`src/rtl/rom_loader_pkg.sv`:
```
// Shared constants, FSM encodings and address helper for the boot ROM loader.
package rom_loader_pkg;

    localparam int         INST_ADDR_W = 32;
    localparam int         INST_W      = 32;
    localparam logic [7:0] SYNC_BYTE   = 8'hA5;

    typedef enum logic [2:0] {
        ST_IDLE, ST_CNT0, ST_CNT1, ST_DATA, ST_WRITE, ST_CHK, ST_DONE, ST_ERR
    } ld_state_e;

    typedef enum logic [2:0] {
        RX_IDLE, RX_START, RX_DATA, RX_STOP, RX_BREAK
    } rx_state_e;

    function automatic logic [INST_ADDR_W-1:0] word_addr(input logic [15:0] idx);
        return INST_ADDR_W'({idx, 2'b00});
    endfunction

endpackage

```
`src/rtl/rom_loader_if.sv`:
```
// ROM write port plus core reset and load status, driven by the loader.
interface rom_loader_if;
    logic                                ld_we;
    logic [rom_loader_pkg::INST_ADDR_W-1:0] ld_addr;
    logic [rom_loader_pkg::INST_W-1:0]   ld_wdata;
    logic                                core_rst;
    logic                                ld_done;
    logic                                ld_err;

    modport master (output ld_we, ld_addr, ld_wdata, core_rst, ld_done, ld_err);
    modport slave  (input  ld_we, ld_addr, ld_wdata, core_rst, ld_done, ld_err);
endinterface

```
`src/rtl/rom_loader_uart_rx.sv`:
```
// 8N1 receiver: 2-flop synchronizer, start confirmed at DIV/2, one-cycle valid at stop mid-point.
// No backpressure; a byte is presented once and lost if ignored.
module rom_loader_uart_rx import rom_loader_pkg::*; #(
    parameter int DIV = 434
) (
    input  logic       clk,
    input  logic       rst,
    input  logic       rxd_i,
    output logic       rx_valid_o,
    output logic [7:0] rx_data_o,
    output logic       rx_ferr_o
);
    localparam int              CW   = $clog2(DIV + 1);
    localparam logic [CW-1:0]   HALF = CW'(DIV / 2 - 1);
    localparam logic [CW-1:0]   FULL = CW'(DIV - 1);

    rx_state_e     st_q, st_d;
    logic [CW-1:0] cnt_q, cnt_d;
    logic [2:0]    bit_q, bit_d;
    logic [7:0]    sh_q, sh_d, data_q, data_d;
    logic          valid_q, valid_d, ferr_q, ferr_d;
    logic          s1_q, s2_q;

    always_ff @(posedge clk or negedge rst) begin
        if (!rst) begin
            st_q <= RX_IDLE; cnt_q <= '0; bit_q <= '0; sh_q <= '0; data_q <= '0;
            valid_q <= 1'b0; ferr_q <= 1'b0; s1_q <= 1'b1; s2_q <= 1'b1;
        end else begin
            st_q <= st_d; cnt_q <= cnt_d; bit_q <= bit_d; sh_q <= sh_d; data_q <= data_d;
            valid_q <= valid_d; ferr_q <= ferr_d; s1_q <= rxd_i; s2_q <= s1_q;
        end
    end

    always_comb begin
        st_d = st_q; cnt_d = cnt_q; bit_d = bit_q; sh_d = sh_q;
        data_d = data_q; ferr_d = ferr_q; valid_d = 1'b0;
        case (st_q)
            RX_IDLE: if (!s2_q) begin st_d = RX_START; cnt_d = '0; end
            RX_START: if (cnt_q == HALF) begin
                cnt_d = '0; bit_d = '0;
                st_d  = s2_q ? RX_IDLE : RX_DATA;
            end else cnt_d = cnt_q + 1'b1;
            RX_DATA: if (cnt_q == FULL) begin
                cnt_d = '0;
                sh_d  = {s2_q, sh_q[7:1]};
                if (bit_q == 3'd7) st_d = RX_STOP;
                else               bit_d = bit_q + 3'd1;
            end else cnt_d = cnt_q + 1'b1;
            RX_STOP: if (cnt_q == FULL) begin
                cnt_d = '0; valid_d = 1'b1; data_d = sh_q; ferr_d = !s2_q;
                // a low stop bit must not be mistaken for the next start edge
                st_d  = s2_q ? RX_IDLE : RX_BREAK;
            end else cnt_d = cnt_q + 1'b1;
            RX_BREAK: if (s2_q) st_d = RX_IDLE;
            default:  st_d = RX_IDLE;
        endcase
    end

    assign rx_valid_o = valid_q;
    assign rx_data_o  = data_q;
    assign rx_ferr_o  = ferr_q;
endmodule

```
`src/rtl/rom_loader.sv`:
```
// Framed UART program loader into the instruction ROM; holds the core in reset while loading.
// ld_we rises 1 cycle after a word's last byte, core_rst 2 cycles after a good checksum; no backpressure.
module rom_loader import rom_loader_pkg::*; #(
    parameter int         CLK_FREQ  = 50_000_000,
    parameter int         BAUD      = 115200,
    parameter int         MAX_WORDS = 4096,
    parameter logic [7:0] SYNC      = SYNC_BYTE,
    parameter int         TIMEOUT   = 16 * (CLK_FREQ / BAUD) * 10,
    parameter int         BOOT_HOLD = 1
) (
    input  logic         clk,
    input  logic         rst,
    input  logic         uart_rxd,
    rom_loader_if.master ld
);
    localparam logic [16:0] MAX_N    = 17'(MAX_WORDS);
    localparam logic [31:0] IDLE_LIM = 32'(TIMEOUT - 1);

    logic       rx_valid, rx_ferr, rx_ok, in_frame;
    logic [7:0] rx_data;
    logic [15:0] n_cnt;

    ld_state_e               state_q, state_d;
    logic [15:0]             cnt_q, cnt_d, word_idx_q, word_idx_d;
    logic [1:0]              byte_idx_q, byte_idx_d;
    logic [31:0]             buf_q, buf_d, idle_q, idle_d;
    logic [7:0]              chk_q, chk_d;
    logic                    we_q, we_d, done_q, done_d, err_q, err_d, core_rst_q, core_rst_d;
    logic [INST_ADDR_W-1:0]  addr_q, addr_d;
    logic [INST_W-1:0]       wdata_q, wdata_d;

    rom_loader_uart_rx #(.DIV(CLK_FREQ / BAUD)) u_rx (
        .clk        (clk),
        .rst        (rst),
        .rxd_i      (uart_rxd),
        .rx_valid_o (rx_valid),
        .rx_data_o  (rx_data),
        .rx_ferr_o  (rx_ferr)
    );

    assign rx_ok    = rx_valid && !rx_ferr;
    assign in_frame = state_q inside {ST_CNT0, ST_CNT1, ST_DATA, ST_WRITE, ST_CHK};
    assign n_cnt    = {rx_data, cnt_q[7:0]};

    always_ff @(posedge clk or negedge rst) begin
        if (!rst) begin
            state_q <= ST_IDLE; cnt_q <= '0; word_idx_q <= '0; byte_idx_q <= '0;
            buf_q <= '0; chk_q <= '0; idle_q <= '0;
            we_q <= 1'b0; addr_q <= '0; wdata_q <= '0; done_q <= 1'b0; err_q <= 1'b0;
            core_rst_q <= (BOOT_HOLD == 0);
        end else begin
            state_q <= state_d; cnt_q <= cnt_d; word_idx_q <= word_idx_d; byte_idx_q <= byte_idx_d;
            buf_q <= buf_d; chk_q <= chk_d; idle_q <= idle_d;
            we_q <= we_d; addr_q <= addr_d; wdata_q <= wdata_d; done_q <= done_d; err_q <= err_d;
            core_rst_q <= core_rst_d;
        end
    end

    always_comb begin
        state_d = state_q; cnt_d = cnt_q; word_idx_d = word_idx_q; byte_idx_d = byte_idx_q;
        buf_d = buf_q; chk_d = chk_q; idle_d = '0;
        we_d = 1'b0; addr_d = addr_q; wdata_d = wdata_q;
        done_d = done_q; err_d = err_q; core_rst_d = core_rst_q;
        if (in_frame) idle_d = rx_valid ? '0 : idle_q + 32'd1;
        unique case (state_q)
            ST_IDLE: if (rx_ok && rx_data == SYNC) begin
                state_d = ST_CNT0; done_d = 1'b0; err_d = 1'b0; core_rst_d = 1'b0;
                word_idx_d = '0; byte_idx_d = '0; chk_d = '0;
            end
            ST_CNT0: if (rx_ok) begin cnt_d[7:0] = rx_data; state_d = ST_CNT1; end
            ST_CNT1: if (rx_ok) begin
                cnt_d   = n_cnt;
                state_d = (n_cnt == 16'd0 || {1'b0, n_cnt} > MAX_N) ? ST_ERR : ST_DATA;
            end
            ST_DATA: if (rx_ok) begin
                buf_d[{byte_idx_q, 3'b000} +: 8] = rx_data;
                chk_d      = chk_q + rx_data;
                byte_idx_d = byte_idx_q + 2'd1;
                // launch the write from the fourth byte directly so ld_we trails it by one cycle
                if (byte_idx_q == 2'd3) begin
                    we_d    = 1'b1;
                    addr_d  = word_addr(word_idx_q);
                    wdata_d = {rx_data, buf_q[23:0]};
                    state_d = ST_WRITE;
                end
            end
            ST_WRITE: begin
                word_idx_d = word_idx_q + 16'd1;
                state_d    = (word_idx_q + 16'd1 == cnt_q) ? ST_CHK : ST_DATA;
            end
            ST_CHK: if (rx_ok) state_d = (rx_data == chk_q) ? ST_DONE : ST_ERR;
            ST_DONE: begin done_d = 1'b1; core_rst_d = 1'b1; state_d = ST_IDLE; end
            ST_ERR:  begin err_d = 1'b1; state_d = ST_IDLE; end
        endcase
        if (in_frame && rx_valid && rx_ferr)               state_d = ST_ERR;
        else if (in_frame && !rx_valid && idle_q >= IDLE_LIM) state_d = ST_ERR;
    end

    assign ld.ld_we    = we_q;
    assign ld.ld_addr  = addr_q;
    assign ld.ld_wdata = wdata_q;
    assign ld.core_rst = core_rst_q;
    assign ld.ld_done  = done_q;
    assign ld.ld_err   = err_q;
endmodule

```
`src/flat_wrapper.sv`:
```
// flat-port wrapper written by rule: the top's interface ports become plain ports
module rom_loader_flat import rom_loader_pkg::*;
#(
    parameter int         CLK_FREQ  = 50_000_000,
    parameter int         BAUD      = 115200,
    parameter int         MAX_WORDS = 4096,
    parameter logic [7:0] SYNC      = SYNC_BYTE,
    parameter int         TIMEOUT   = 16 * (CLK_FREQ / BAUD) * 10,
    parameter int         BOOT_HOLD = 1
)
  (clk, rst, uart_rxd, ld_ld_we, ld_ld_addr, ld_ld_wdata, ld_core_rst, ld_ld_done, ld_ld_err);
  rom_loader_if ld_i ();
  input  logic clk;
  input  logic rst;
  input  logic uart_rxd;
  output wire logic [$bits(ld_i.ld_we)-1:0] ld_ld_we;
  output wire logic [$bits(ld_i.ld_addr)-1:0] ld_ld_addr;
  output wire logic [$bits(ld_i.ld_wdata)-1:0] ld_ld_wdata;
  output wire logic [$bits(ld_i.core_rst)-1:0] ld_core_rst;
  output wire logic [$bits(ld_i.ld_done)-1:0] ld_ld_done;
  output wire logic [$bits(ld_i.ld_err)-1:0] ld_ld_err;
  assign ld_ld_we = ld_i.ld_we;
  assign ld_ld_addr = ld_i.ld_addr;
  assign ld_ld_wdata = ld_i.ld_wdata;
  assign ld_core_rst = ld_i.core_rst;
  assign ld_ld_done = ld_i.ld_done;
  assign ld_ld_err = ld_i.ld_err;
  rom_loader #(.CLK_FREQ(CLK_FREQ), .BAUD(BAUD), .MAX_WORDS(MAX_WORDS), .SYNC(SYNC), .TIMEOUT(TIMEOUT), .BOOT_HOLD(BOOT_HOLD)) u_core (.clk(clk), .rst(rst), .uart_rxd(uart_rxd), .ld(ld_i));
endmodule
```
`config.mk`:
```
export PLATFORM = sky130hd
export DESIGN_NAME = rom_loader_flat
export DESIGN_NICKNAME = d
export VERILOG_FILES = /design/src/rtl/rom_loader_pkg.sv /design/src/rtl/rom_loader_if.sv /design/src/rtl/rom_loader_uart_rx.sv /design/src/rtl/rom_loader.sv /design/src/flat_wrapper.sv
export SDC_FILE = /design/constraint.sdc
export NUM_CORES = 1
export LEC_CHECK = 0
export BUFFER_PORTS_ARGS = -buffer_cell sky130_fd_sc_hd__clkbuf_2
export CELL_PAD_IN_SITES_DETAIL_PLACEMENT = 1
export CELL_PAD_IN_SITES_GLOBAL_PLACEMENT = 1
export CORE_UTILIZATION = 45
export CTS_BUF_LIST = sky130_fd_sc_hd__clkbuf_8
export DETAILED_ROUTE_END_ITERATION = 10
export HOLD_SLACK_MARGIN = 0.06
export PLACE_DENSITY_LB_ADDON = 0.1
export SLEW_MARGIN = 20
export SYNTH_ARGS = -nofsm -noshare
export SYNTH_HDL_FRONTEND = slang
export SYNTH_SLANG_ARGS = --single-unit
```
`constraint.sdc`:
```
create_clock -name clk -period 2.4 [get_ports clk]
set_input_delay 0.36 -clock clk [delete_from_list [all_inputs] [get_ports clk]]
set_output_delay 0.36 -clock clk [all_outputs]
set_load 0.02 [all_outputs]
```
==> results of run 1 <==
[flip-flops by register name, summed over array words and instances, names as in the netlist, 2 cells and up]
signal / flops
u_core.u_rx.bit_q: 3
u_core.u_rx.st_q: 3
u_core.u_rx.sh_q: 8
u_core.word_idx_q: 16
u_core.byte_idx_q: 2
u_core.ld.ld_addr: 16
u_core.idle_q: 32
u_core.u_rx.cnt_q: 9
u_core.buf_q: 24
u_core.ld.ld_wdata: 32
u_core.state_q: 3
u_core.u_rx.rx_data_o: 8
u_core.chk_q: 8
u_core.cnt_q: 16
[worst reg2reg max path: stages, from the launching register on]
cell and delay, ns:
dfrtp_1 0.53, nand4_1 0.26, nor4_1 0.42, xnor2_1 0.16, nor4b_1 0.34, nand3_1 0.13, o211a_1 0.26
[cell type report]
type	instances	area (um^2)	share of cell area, %
Clock buffer	17	234	2.29
Clock inverter	15	150	1.47
Inverter	16	60.1	0.587
Multi-Input combinational cell	638	4130	40.3
Sequential cell	187	4680	45.8
Tap cell	265	332	3.24
Timing Repair Buffer	98	649	6.35
[report_power, final]
group | total [mW] | internal, mW | switching (mW)
Sequential | 3.15 | 3.15 | 0.00166
Clock | 2.05 | 0.778 | 1.27
Combinational | 0.0986 | 0.0134 | 0.0852
[kinds of logic (layout without fill, tap and decap cells)]
| logic type | after synthesis | count (layout) | share of synthesized area [%] |
|---|---|---|---|
| xor+xnor | 54 | 54 | 5.16 |
| other cells | 1 | 16 | 0.0409 |
| compound gates | 162 | 162 | 10.9 |
| buf+inv | 82 | 146 | 4.56 |
| mux | 73 | 73 | 8.95 |
| flops | 187 | 187 | 51.1 |
| fa+ha+maj | 20 | 20 | 2.81 |
| simple gates | 313 | 313 | 16.4 |
[synthesized netlist by cell type (3+ instances only)]
| library cell | count |
|---|---|
| xor2_1 | 29 |
| o21ai_0 | 75 |
| and3_1 | 11 |
| nor4_1 | 13 |
| nand3_1 | 30 |
| a21oi_1 | 28 |
| or3_1 | 10 |
| a22o_1 | 9 |
| nand2_1 | 129 |
| inv_1 | 15 |
| o22ai_1 | 3 |
| o41ai_1 | 5 |
| nand3b_1 | 4 |
| nor3_1 | 9 |
| o31ai_1 | 8 |
| buf_2 | 15 |
| a31oi_1 | 7 |
| nor3b_1 | 5 |
| and4_1 | 7 |
| clkbuf_1 | 26 |
| nor2_1 | 63 |
| nand4_1 | 11 |
| buf_4 | 22 |
| xnor2_1 | 25 |
| a21o_1 | 8 |
| nand2b_1 | 3 |
| and2_1 | 4 |
| dfrtp_1 | 185 |
| mux2_2 | 71 |
| ha_1 | 19 |
[per-stage QoR]
step | setup slack, ns | setup TNS [ns]
global placement | 0.231 | 0
detailed placement | 0.172 | 0
floorplan | 0.354 | 0
CTS | 0.123 | 0
finish | 0.186 | 0
global route | -0.0428 | -0.0428
[metal layers]
layer | routed length [um] | up-vias | global-route usage (%)
li1 | - | 3213 | -
met1 | 9710 | 3368 | 28.1
met2 | 10300 | 75 | 36.1
met3 | 482 | 25 | 3.75
met4 | 289 | 0 | 7.26
met5 | 0 | - | 0
[final timing paths]
kind	from	to	slack [ns]	depth (start not counted)
setup reg to reg	u_core.word_idx_q[2]	u_core.state_q[1]	0.19	6
max in group asynchronous	rst	u_core.u_rx.s2_q	1.25	3
min in group asynchronous	rst	u_core.word_idx_q[14]	0.43	2
hold / removal	u_core.u_rx.s1_q	u_core.u_rx.s2_q	0.37	0
hold reg to reg	u_core.u_rx.s1_q	u_core.u_rx.s2_q	0.37	0
setup / recovery	u_core.word_idx_q[2]	u_core.state_q[1]	0.19	6
[repair_timing]
item                                    4_1_cts  5_1_grt
endpoints found under the setup margin        0        9
resized for setup                             0        3
hold buffers                                  2        0
endpoints found under the hold margin        50        0
==> qor.txt, run 1 <==
Die area = 20900 um^2
Post-CTS Setup Bufs = 0
Floorplan die width = 145 um
Depth of the CTS H-tree = 4
Number of remaining DRC errors = 0
Gr ovfl total = 0
Post-detailed-route wirelength per cell = 16.8 um
Peak fanout along the critical path = 10
Top FF cell, synth = dfrtp_1
Average footprint of a synthesized cell = 10.3 um^2
Number of violations of the max-capacitance limit = 0
Count of state elements after synthesis = 187
Relative slew margins = 64.9%
Number of buffers added by the clock tree synthesis step = 17
Static Leakage = 4.86 nW
RSZ-0062 raised after global routing = true
Post-synth EDFFs = 0
Final-stage net count = 981
Number of vias per cell after detailed routing = 5.41
Endpoint kind of the worst setup timing path = flop
Critical setup path kind = reg2reg
Top cells by area in the synthesized netlist = dfrtp_1 51%, mux2_2 8.7%, nand2_1 5.3%
Post-synth ARST share = 100%
Peak supply drop = 0.000346 V
RD Place Congestion = 0.864
Count of boundary I/O pins = 71
Wire length of the first global-routing pass = 35200 um
Detailed Routing Iterations Pass 1 = 4
Most common cell after layout, fill and taps aside = dfrtp_1
Share of the core filled with cells = 51.9%
Outcome = finished, final reports clean
CTS tree = built
Delay-heaviest family, CP = simple AND/OR/NAND/NOR gates
Power Density = 518 nW/um^2
Sum of routed wire length over all layers = 20800 um
Yosys warns = 0
Highest Clock Rate = 452 MHz
Worst hold slack = 0.366 ns
Post-DP HPWL = 15100 um
Std-Cell Core Area = 19700 um^2
Sequential fraction of the synthesis area = 51.1%
Final antenna-violating net count = 0
Maximum number of pins on one net before global-route repair = 56
CTS clk-pin slew, worst paths = 0.11 ns
Critical path, cell by cell = nand4_1, nor4_1, xnor2_1, nor4b_1, nand3_1, o211a_1
Cell count after synthesis = 892
Post-route design area = 10200 um^2
Initial antenna violation count = 0
Via count = 6681
Data arrival time of the worst path = 2.57 ns
Setup-violating endpoint count in the final report = 0
Cell accounting for the most synthesized area = dfrtp_1
Final hold violation count = 0
Synth unique cells = 63
Min-delay worst type = reg2reg
Clock period minus worst slack = 2.21 ns
Placed cell area = 9820 um^2
Critical-path top delay cell = dfrtp_1
Tcrit/Tclk final = 92.2%
Fraction of layout instances using a drive strength above 1 = 21.8%
PnR Total Power = 5.30 mW
Launching element type of the critical path = flop
Total buffers and inverters traversed by the critical path = 0
Drt first-iter violations = 274
Max stage delay on crit path = 0.53 ns
Fill cell count = 2225
Antenna cell count = 0
Starting Density = 46.4%
Slew Viols, Final = 0
Cell row count = 51
IO Port Bufs = 54
Cell at the root of the clock tree = clkbuf_8
Slew at the pin closest to its max-slew limit = 0.527 ns
Die Y-Extent = 145 um
Final Skew = 0.0135 ns
Instance count after placement with tap cells included = 1202
Vias in the first global route = 6941
Clock latency reported for the late side of the worst-skew pair = 0.47 ns
Overall Global Routing Usage = 21.5%
Number of sinks driven by the clock tree = 187
Final standard cell count with taps included and fillers excluded = 1236
Leading cell types in the layout, fill and taps excluded = 185 x dfrtp_1, 128 x nand2_1, 75 x o21ai_0
Cell area after synthesis = 9160 um^2
Crit path required time = 2.76 ns
Max Root-Sink Buffers = 2
Area share of the leading cell type in the synthesized netlist = 50.5%
Synth-to-Final Area Change = 11.7%
Note: power is estimated with default switching activity, not from simulation.
==> run 2, diff against run 1 <==
==> constraint.sdc (replaced) <==
create_clock -name clk -period 2.9 [get_ports clk]
set_input_delay 0.435 -clock clk [delete_from_list [all_inputs] [get_ports clk]]
set_output_delay 0.435 -clock clk [all_outputs]
set_load 0.02 [all_outputs]
==> run 2 against run 1 <==
Compared with the run above: sequential power decreased by 17%; combinational power decreased by 20%; via count increased by 1.2%.
==> qor.txt, run 2 (synthesized netlist as in run 1, its figures left out) <==
Gr ovfl total = 0 (unchanged)
Static Leakage = 4.77 nW (-1.8%)
Via count = 6761 (+1.2%)
Share of the core filled with cells = 51.2% (-0.69 points)
Wire length of the first global-routing pass = 36200 um (+2.7%)
Most common cell after layout, fill and taps aside = dfrtp_1
Post-route design area = 10100 um^2 (-1.3%)
Peak fanout along the critical path = 8 (-2)
Max stage delay on crit path = 0.49 ns (-0.04 ns)
Highest Clock Rate = 409 MHz (-9.5%)
Placed cell area = 9660 um^2 (-1.6%)
Number of sinks driven by the clock tree = 187 (unchanged)
Final hold violation count = 0 (unchanged)
Critical-path top delay cell = dfrtp_1
Critical setup path kind = reg2reg
CTS tree = built
RD Place Congestion = 0.877 (+1.5%)
Final antenna-violating net count = 0 (unchanged)
Worst-case setup margin in the final layout = 0.453 ns (+0.267 ns)
Leading cell types in the layout, fill and taps excluded = 185 x dfrtp_1, 128 x nand2_1, 75 x o21ai_0
Slew at the pin closest to its max-slew limit = 0.728 ns (+0.201 ns)
Summed negative setup slack over all endpoints = 0 ns (unchanged)
Post-DP HPWL = 15200 um (+0.32%)
Die Y-Extent = 145 um (unchanged)
Overall Global Routing Usage = 22.2% (+0.67 points)
Floorplan die width = 145 um (unchanged)
Fraction of layout instances using a drive strength above 1 = 19.9% (-1.9 points)
RSZ-0062 raised after global routing = false
Die area = 20900 um^2 (unchanged)
Initial antenna violation count = 0 (unchanged)
Launching element type of the critical path = flop
Number of vias per cell after detailed routing = 5.56 (+2.9%)
Cells resized by post-CTS repair = 0 (unchanged)
Final Skew = 0.0185 ns (+0.00503 ns)
Starting Density = 46.4% (unchanged)
Relative slew margins = 51.5% (-13 points)
Power Density = 444 nW/um^2 (-14%)
Drt first-iter violations = 255 (-6.9%)
Clock period minus worst slack = 2.45 ns (+0.233 ns)
Min-delay worst type = reg2reg
Worst hold slack = 0.366 ns (-0.000468 ns)
IO Port Bufs = 54 (unchanged)
Detailed Routing Iterations Pass 1 = 4 (unchanged)
CTS clk-pin slew, worst paths = 0.11 ns (about the same)
Tcrit/Tclk final = 84.4% (-7.9 points)
Clock latency reported for the late side of the worst-skew pair = 0.46 ns (about the same)
Antenna cell count = 0 (unchanged)
Endpoint kind of the worst setup timing path = flop
Slew Viols, Final = 0 (unchanged)
Setup-violating endpoint count in the final report = 0 (unchanged)
Pre-CTS worst setup slack = 0.454 ns (+0.282 ns)
Peak supply drop = 0.000247 V (-29%)
Data arrival time of the worst path = 2.79 ns (+0.22 ns)
Maximum number of pins on one net before global-route repair = 82 (+46%)
Synth-to-Final Area Change = 10.2%
Critical path, cell by cell = ha_1, nand4_1, nor2_1, and4_1, o2111a_1, nand3_1, o211a_1
Depth of the CTS H-tree = 4 (unchanged)
Post-detailed-route wirelength per cell = 17.9 um (+6.1%)
Number of remaining DRC errors = 0 (unchanged)
Outcome = finished, final reports clean
Final-stage net count = 960 (-2.1%)
Cell at the root of the clock tree = clkbuf_8
Crit path required time = 3.24 ns (+0.48 ns)
Std-Cell Core Area = 19700 um^2 (unchanged)
Cell row count = 51 (unchanged)
Max Root-Sink Buffers = 2 (unchanged)
Number of violations of the max-capacitance limit = 0 (unchanged)
Number of buffers added by the clock tree synthesis step = 17 (unchanged)
Sum of routed wire length over all layers = 21700 um (+4.3%)
Count of boundary I/O pins = 71 (unchanged)
Vias in the first global route = 7017 (+1.1%)
==> run 2: final timing paths <==
kind / slack [ns] / endpoint / cells after the start / from
setup / recovery: 0.45 / u_core.state_q[1] / 7 / u_core.word_idx_q[0]
hold / removal: 0.37 / u_core.u_rx.s2_q / 0 / u_core.u_rx.s1_q
setup reg to reg: 0.45 / u_core.state_q[1] / 7 / u_core.word_idx_q[0]
hold reg to reg: 0.37 / u_core.u_rx.s2_q / 0 / u_core.u_rx.s1_q
max in group asynchronous: 1.59 / u_core.u_rx.rx_data_o[3] / 3 / rst
min in group asynchronous: 0.50 / u_core.word_idx_q[15] / 2 / rst
==> run 2: cell type report <==
class | instances | area, um^2
Clock buffer | 17 | 234
Clock inverter | 15 | 176
Fill cell | 2228 | 9620
Inverter | 16 | 60.1
Multi-Input combinational cell | 638 | 4120
Sequential cell | 187 | 4680
Tap cell | 265 | 332
Timing Repair Buffer | 77 | 492
==> run 2: critical path: cells and delay by family (launching register included) <==
kind                     cells  cell delay (ns)
AND/OR/NAND/NOR              4             1.09
flip-flops                   1             0.49
AO/OA/AOI/OAI                2             0.46
adder cells (fa/ha/maj)      1             0.31
==> run 2: what timing repair did <==
action | CTS | global route
buffers inserted | 0 | 0
hold endpoints to repair | 54 | 0
hold buffers | 2 | 0
==> run 2: routing by layer <==
metal	track usage, %	share of wire (%)	up-vias
met5	0	0	-
met4	5.21	1.0	0
met3	3.88	2.2	14
met2	38.6	50	99
met1	28.7	46	3482
li1	-	-	3166
==> run 2: report_power, final <==
part / internal (mW) / switching [mW]
Sequential: 2.61 / 0.00132
Combinational: 0.00936 / 0.0697
Clock: 0.733 / 1.06
==> run 2: per-stage QoR <==
| stage | std cells | total power, mW |
|---|---|---|
| 5_1_grt | 1215 | 4.66 |
| 3_3_place_gp | 1181 | 2.74 |
| 2_1_floorplan | 907 | 2.70 |
| 4_1_cts | 1215 | 4.54 |
| 6_report | 1215 | 4.48 |
| 3_5_place_dp | 1181 | 2.74 |
==> run 3, diff against run 2 <==
--- a/config.mk
+++ b/config.mk
@@ -5,10 +5,11 @@
 export SDC_FILE = /design/constraint.sdc
 export NUM_CORES = 1
 export LEC_CHECK = 0
+export ABC_AREA = 1
 export BUFFER_PORTS_ARGS = -buffer_cell sky130_fd_sc_hd__clkbuf_2
 export CELL_PAD_IN_SITES_DETAIL_PLACEMENT = 1
 export CELL_PAD_IN_SITES_GLOBAL_PLACEMENT = 1
-export CORE_UTILIZATION = 45
+export CORE_UTILIZATION = 43
 export CTS_BUF_LIST = sky130_fd_sc_hd__clkbuf_8
 export DETAILED_ROUTE_END_ITERATION = 10
 export HOLD_SLACK_MARGIN = 0.06
==> constraint.sdc (replaced) <==
create_clock -name clk -period 2.1 [get_ports clk]
set_input_delay 0.315 -clock clk [delete_from_list [all_inputs] [get_ports clk]]
set_output_delay 0.315 -clock clk [all_outputs]
set_load 0.02 [all_outputs]
==> run 3 against run 2 <==
Compared with the run above: sequential cell count unchanged; critical path depth grew 6; wire length increased by 8.1%; global-route usage hardly changed; count of clock-buffer cells in the layout unchanged; first-iteration DRC count increased by 11%; setup slack worse by 0.34 ns; clock skew about the same; total power is 37% higher; critical path type unchanged; largest power group unchanged.
==> qor.txt, run 3 <==
Leading cell types in the layout, fill and taps excluded = 242 x nand2_1, 185 x dfrtp_1, 143 x inv_1
Highest Clock Rate = 504 MHz (+23%)
Most instantiated library cell after synthesis = nand2_1
Final-stage net count = 1220 (+27%)
Crit path required time = 2.47 ns (-0.77 ns)
Initial antenna violation count = 0 (unchanged)
Min-delay worst type = in2async
Final Skew = 0.0188 ns (+0.000268 ns)
Critical setup path kind = reg2reg
Floorplan die width = 149 um (+2.9%)
Overall Global Routing Usage = 22.2% (+0.038 points)
Peak supply drop = 0.000358 V (+45%)
Summed negative setup slack over all endpoints = 0 ns (unchanged)
Relative slew margins = 61.3% (+9.9 points)
Cell internal power dissipation = 4.51 mW (+35%)
Launching element type of the critical path = flop
Number of vias per cell after detailed routing = 5.11 (-8.1%)
Setup-violating endpoint count in the final report = 0 (unchanged)
Fraction of layout instances using a drive strength above 1 = 15.5% (-4.4 points)
Slew at the pin closest to its max-slew limit = 0.578 ns (-0.150 ns)
Synth unique cells = 47 (-25%)
Part of the total power dissipated in sequential elements = 58.7% (+0.5 points)
CTS tree = built
Most common cell after layout, fill and taps aside = nand2_1
Ranking of synthesized cells by instance count = 244 x nand2_1, 185 x dfrtp_1, 145 x inv_1
Share of the core filled with cells = 50.2% (-1.0 points)
Vias in the first global route = 7641 (+8.9%)
Outcome = finished, final reports clean
Count of state elements after synthesis = 187 (unchanged)
Average footprint of a synthesized cell = 8.40 um^2 (-18%)
Worst-case setup margin in the final layout = 0.116 ns (-0.337 ns)
Synth-to-Final Area Change = 14.1%
Pre-CTS worst setup slack = -0.0179 ns (-0.472 ns)
Cell count after synthesis = 1104 (+24%)
Post-synth ARST share = 100% (unchanged)
Peak fanout along the critical path = 2 (-6)
Clock period minus worst slack = 1.98 ns (-0.463 ns)
Cell area after synthesis = 9280 um^2 (+1.3%)
Top FF cell, synth = dfrtp_1
Sum of routed wire length over all layers = 23500 um (+8.1%)
Count of boundary I/O pins = 71 (unchanged)
Net Switching = 1.62 mW (+43%)
CTS clk-pin slew, worst paths = 0.12 ns (about the same)
Power Density = 580 nW/um^2 (+31%)
IO Port Bufs = 54 (unchanged)
Clock group share of total power = 39.4% (-0.6 points)
RD Place Congestion = 0.796 (-9.2%)
Cell accounting for the most synthesized area = dfrtp_1
Cell row count = 53 (+3.9%)
Tcrit/Tclk final = 94.5% (+10 points)
Antenna cell count = 0 (unchanged)
Die area = 22200 um^2 (+5.9%)
Drt first-iter violations = 284 (+11%)
Final standard cell count with taps included and fillers excluded = 1485 (+22%)
Slew Viols, Final = 0 (unchanged)
Area taken by flip-flops and latches = 4680 um^2 (unchanged)
RSZ-0062 raised after global routing = true
Final antenna-violating net count = 0 (unchanged)
Number of sinks driven by the clock tree = 187 (unchanged)
Fraction of power spent switching nets = 26.4% (+1.2 points)
Endpoint kind of the worst setup timing path = flop
Number of buffers added by the clock tree synthesis step = 17 (unchanged)
Clock latency reported for the late side of the worst-skew pair = 0.47 ns (about the same)
Std-Cell Core Area = 21100 um^2 (+6.9%)
Setup slack of the worst register-to-register path = 0.12 ns (-0.34 ns)
Sequential fraction of the synthesis area = 50.5% (-0.64 points)
Area share of the leading cell type in the synthesized netlist = 49.9% (-0.63 points)
Post-DP HPWL = 17300 um (+14%)
Static Leakage = 4.88 nW (+2.1%)
Worst hold slack = 0.319 ns (-0.0464 ns)
Comb pwr share = 1.9% (about the same)
Area of the multi-input gates = 3870 um^2 (-6.0%)
Depth of the CTS H-tree = 4 (unchanged)
Post-synth EDFFs = 0 (unchanged)
Data arrival time of the worst path = 2.35 ns (-0.44 ns)
Die Y-Extent = 149 um (+2.9%)
Via count = 7594 (+12%)
Yosys warns = 0 (unchanged)
Maximum number of pins on one net before global-route repair = 49 (-40%)
Top cells by area in the synthesized netlist = dfrtp_1 50%, nand2_1 9.9%, inv_1 5.9%
Gr ovfl total = 0 (unchanged)
Final hold violation count = 0 (unchanged)
Instance count after placement with tap cells included = 1443 (+22%)
Detailed Routing Iterations Pass 1 = 4 (unchanged)
Number of violations of the max-capacitance limit = 0 (unchanged)
Max Root-Sink Buffers = 2 (unchanged)
Cell at the root of the clock tree = clkbuf_8
Wire length of the first global-routing pass = 38700 um (+6.9%)
Starting Density = 44.0% (-2.5 points)
Fill cell count = 2602 (+17%)
Number of remaining DRC errors = 0 (unchanged)
Post-detailed-route wirelength per cell = 15.8 um (-12%)
run 3: critical path, stage by stage, from the launching register on:
cell,delay (ns)
dfrtp_1,0.40
ha_2,0.21
fa_2,0.37
nand2_2,0.07
inv_2,0.04
nor2_1,0.08
nor2_1,0.05
nor2_1,0.14
nor2_1,0.07
nor2_1,0.08
nor2_1,0.04
nor2_1,0.12
xor2_1,0.15
o21ai_1,0.07
run 3: path summary, 6_finish.rpt:
| kind | from | to | cells after the start |
|---|---|---|---|
| worst max-delay path | u_core.chk_q[0] | u_core.chk_q[6] | 13 |
| worst min-delay path | rst | u_core.word_idx_q[6] | 2 |
| worst max register to register | u_core.chk_q[0] | u_core.chk_q[6] | 13 |
| worst min register to register | u_core.u_rx.s1_q | u_core.u_rx.s2_q | 0 |
| max in group asynchronous | rst | u_core.ld.ld_wdata[31] | 3 |
| min in group clk | u_core.u_rx.s1_q | u_core.u_rx.s2_q | 0 |
run 3: cell families (layout without fill, tap and decap cells):
| kind of cell | after synthesis | after routing | synth area share [%] |
|---|---|---|---|
| XOR/XNOR | 16 | 16 | 1.81 |
| other | 1 | 16 | 0.0404 |
| adder cells (fa/ha/maj) | 20 | 20 | 2.78 |
| buffers and inverters | 194 | 285 | 9.25 |
| AND/OR/NAND/NOR | 483 | 483 | 23.7 |
| AO/OA/AOI/OAI | 202 | 202 | 11.8 |
| multiplexers | 1 | 1 | 0.121 |
| flip-flops | 187 | 187 | 50.5 |
run 3: through the flow:
step,instance area (um^2),power (mW)
4_1_cts,10400,6.22
5_1_grt,10600,6.37
3_3_place_gp,10000,3.79
3_5_place_dp,10000,3.79
6_report,10600,6.14
2_1_floorplan,9330,3.72
run 3: layout make-up:
type	count	share of cell area [%]
Clock buffer	17	2.21
Clock inverter	15	1.43
Inverter	153	5.45
Multi-Input combinational cell	738	36.6
Sequential cell	187	44.3
Tap cell	275	3.25
Timing Repair Buffer	100	6.78
run 3: repair_timing:
item,4_1_cts,5_1_grt
hold endpoints to repair,38,0
resized for setup,2,26
pin swaps,0,9
hold buffers,2,0
endpoints found under the setup margin,1,14
buffers inserted,0,8
run 3: routing by layer:
metal	track usage, %	wire, um
met4	6.73	285
met5	0	0
met3	2.63	465
met1	29.7	11200
met2	37.8	11500
run 3: power groups by stage:
stage / Clock (mW) / Combinational [mW] / Sequential (mW)
global placement: 0 / 0.120 / 3.67
global route: 2.63 / 0.138 / 3.60
floorplan: 0 / 0.0485 / 3.67
finish: 2.41 / 0.118 / 3.60
CTS: 2.49 / 0.124 / 3.60
detailed placement: 0 / 0.121 / 3.67
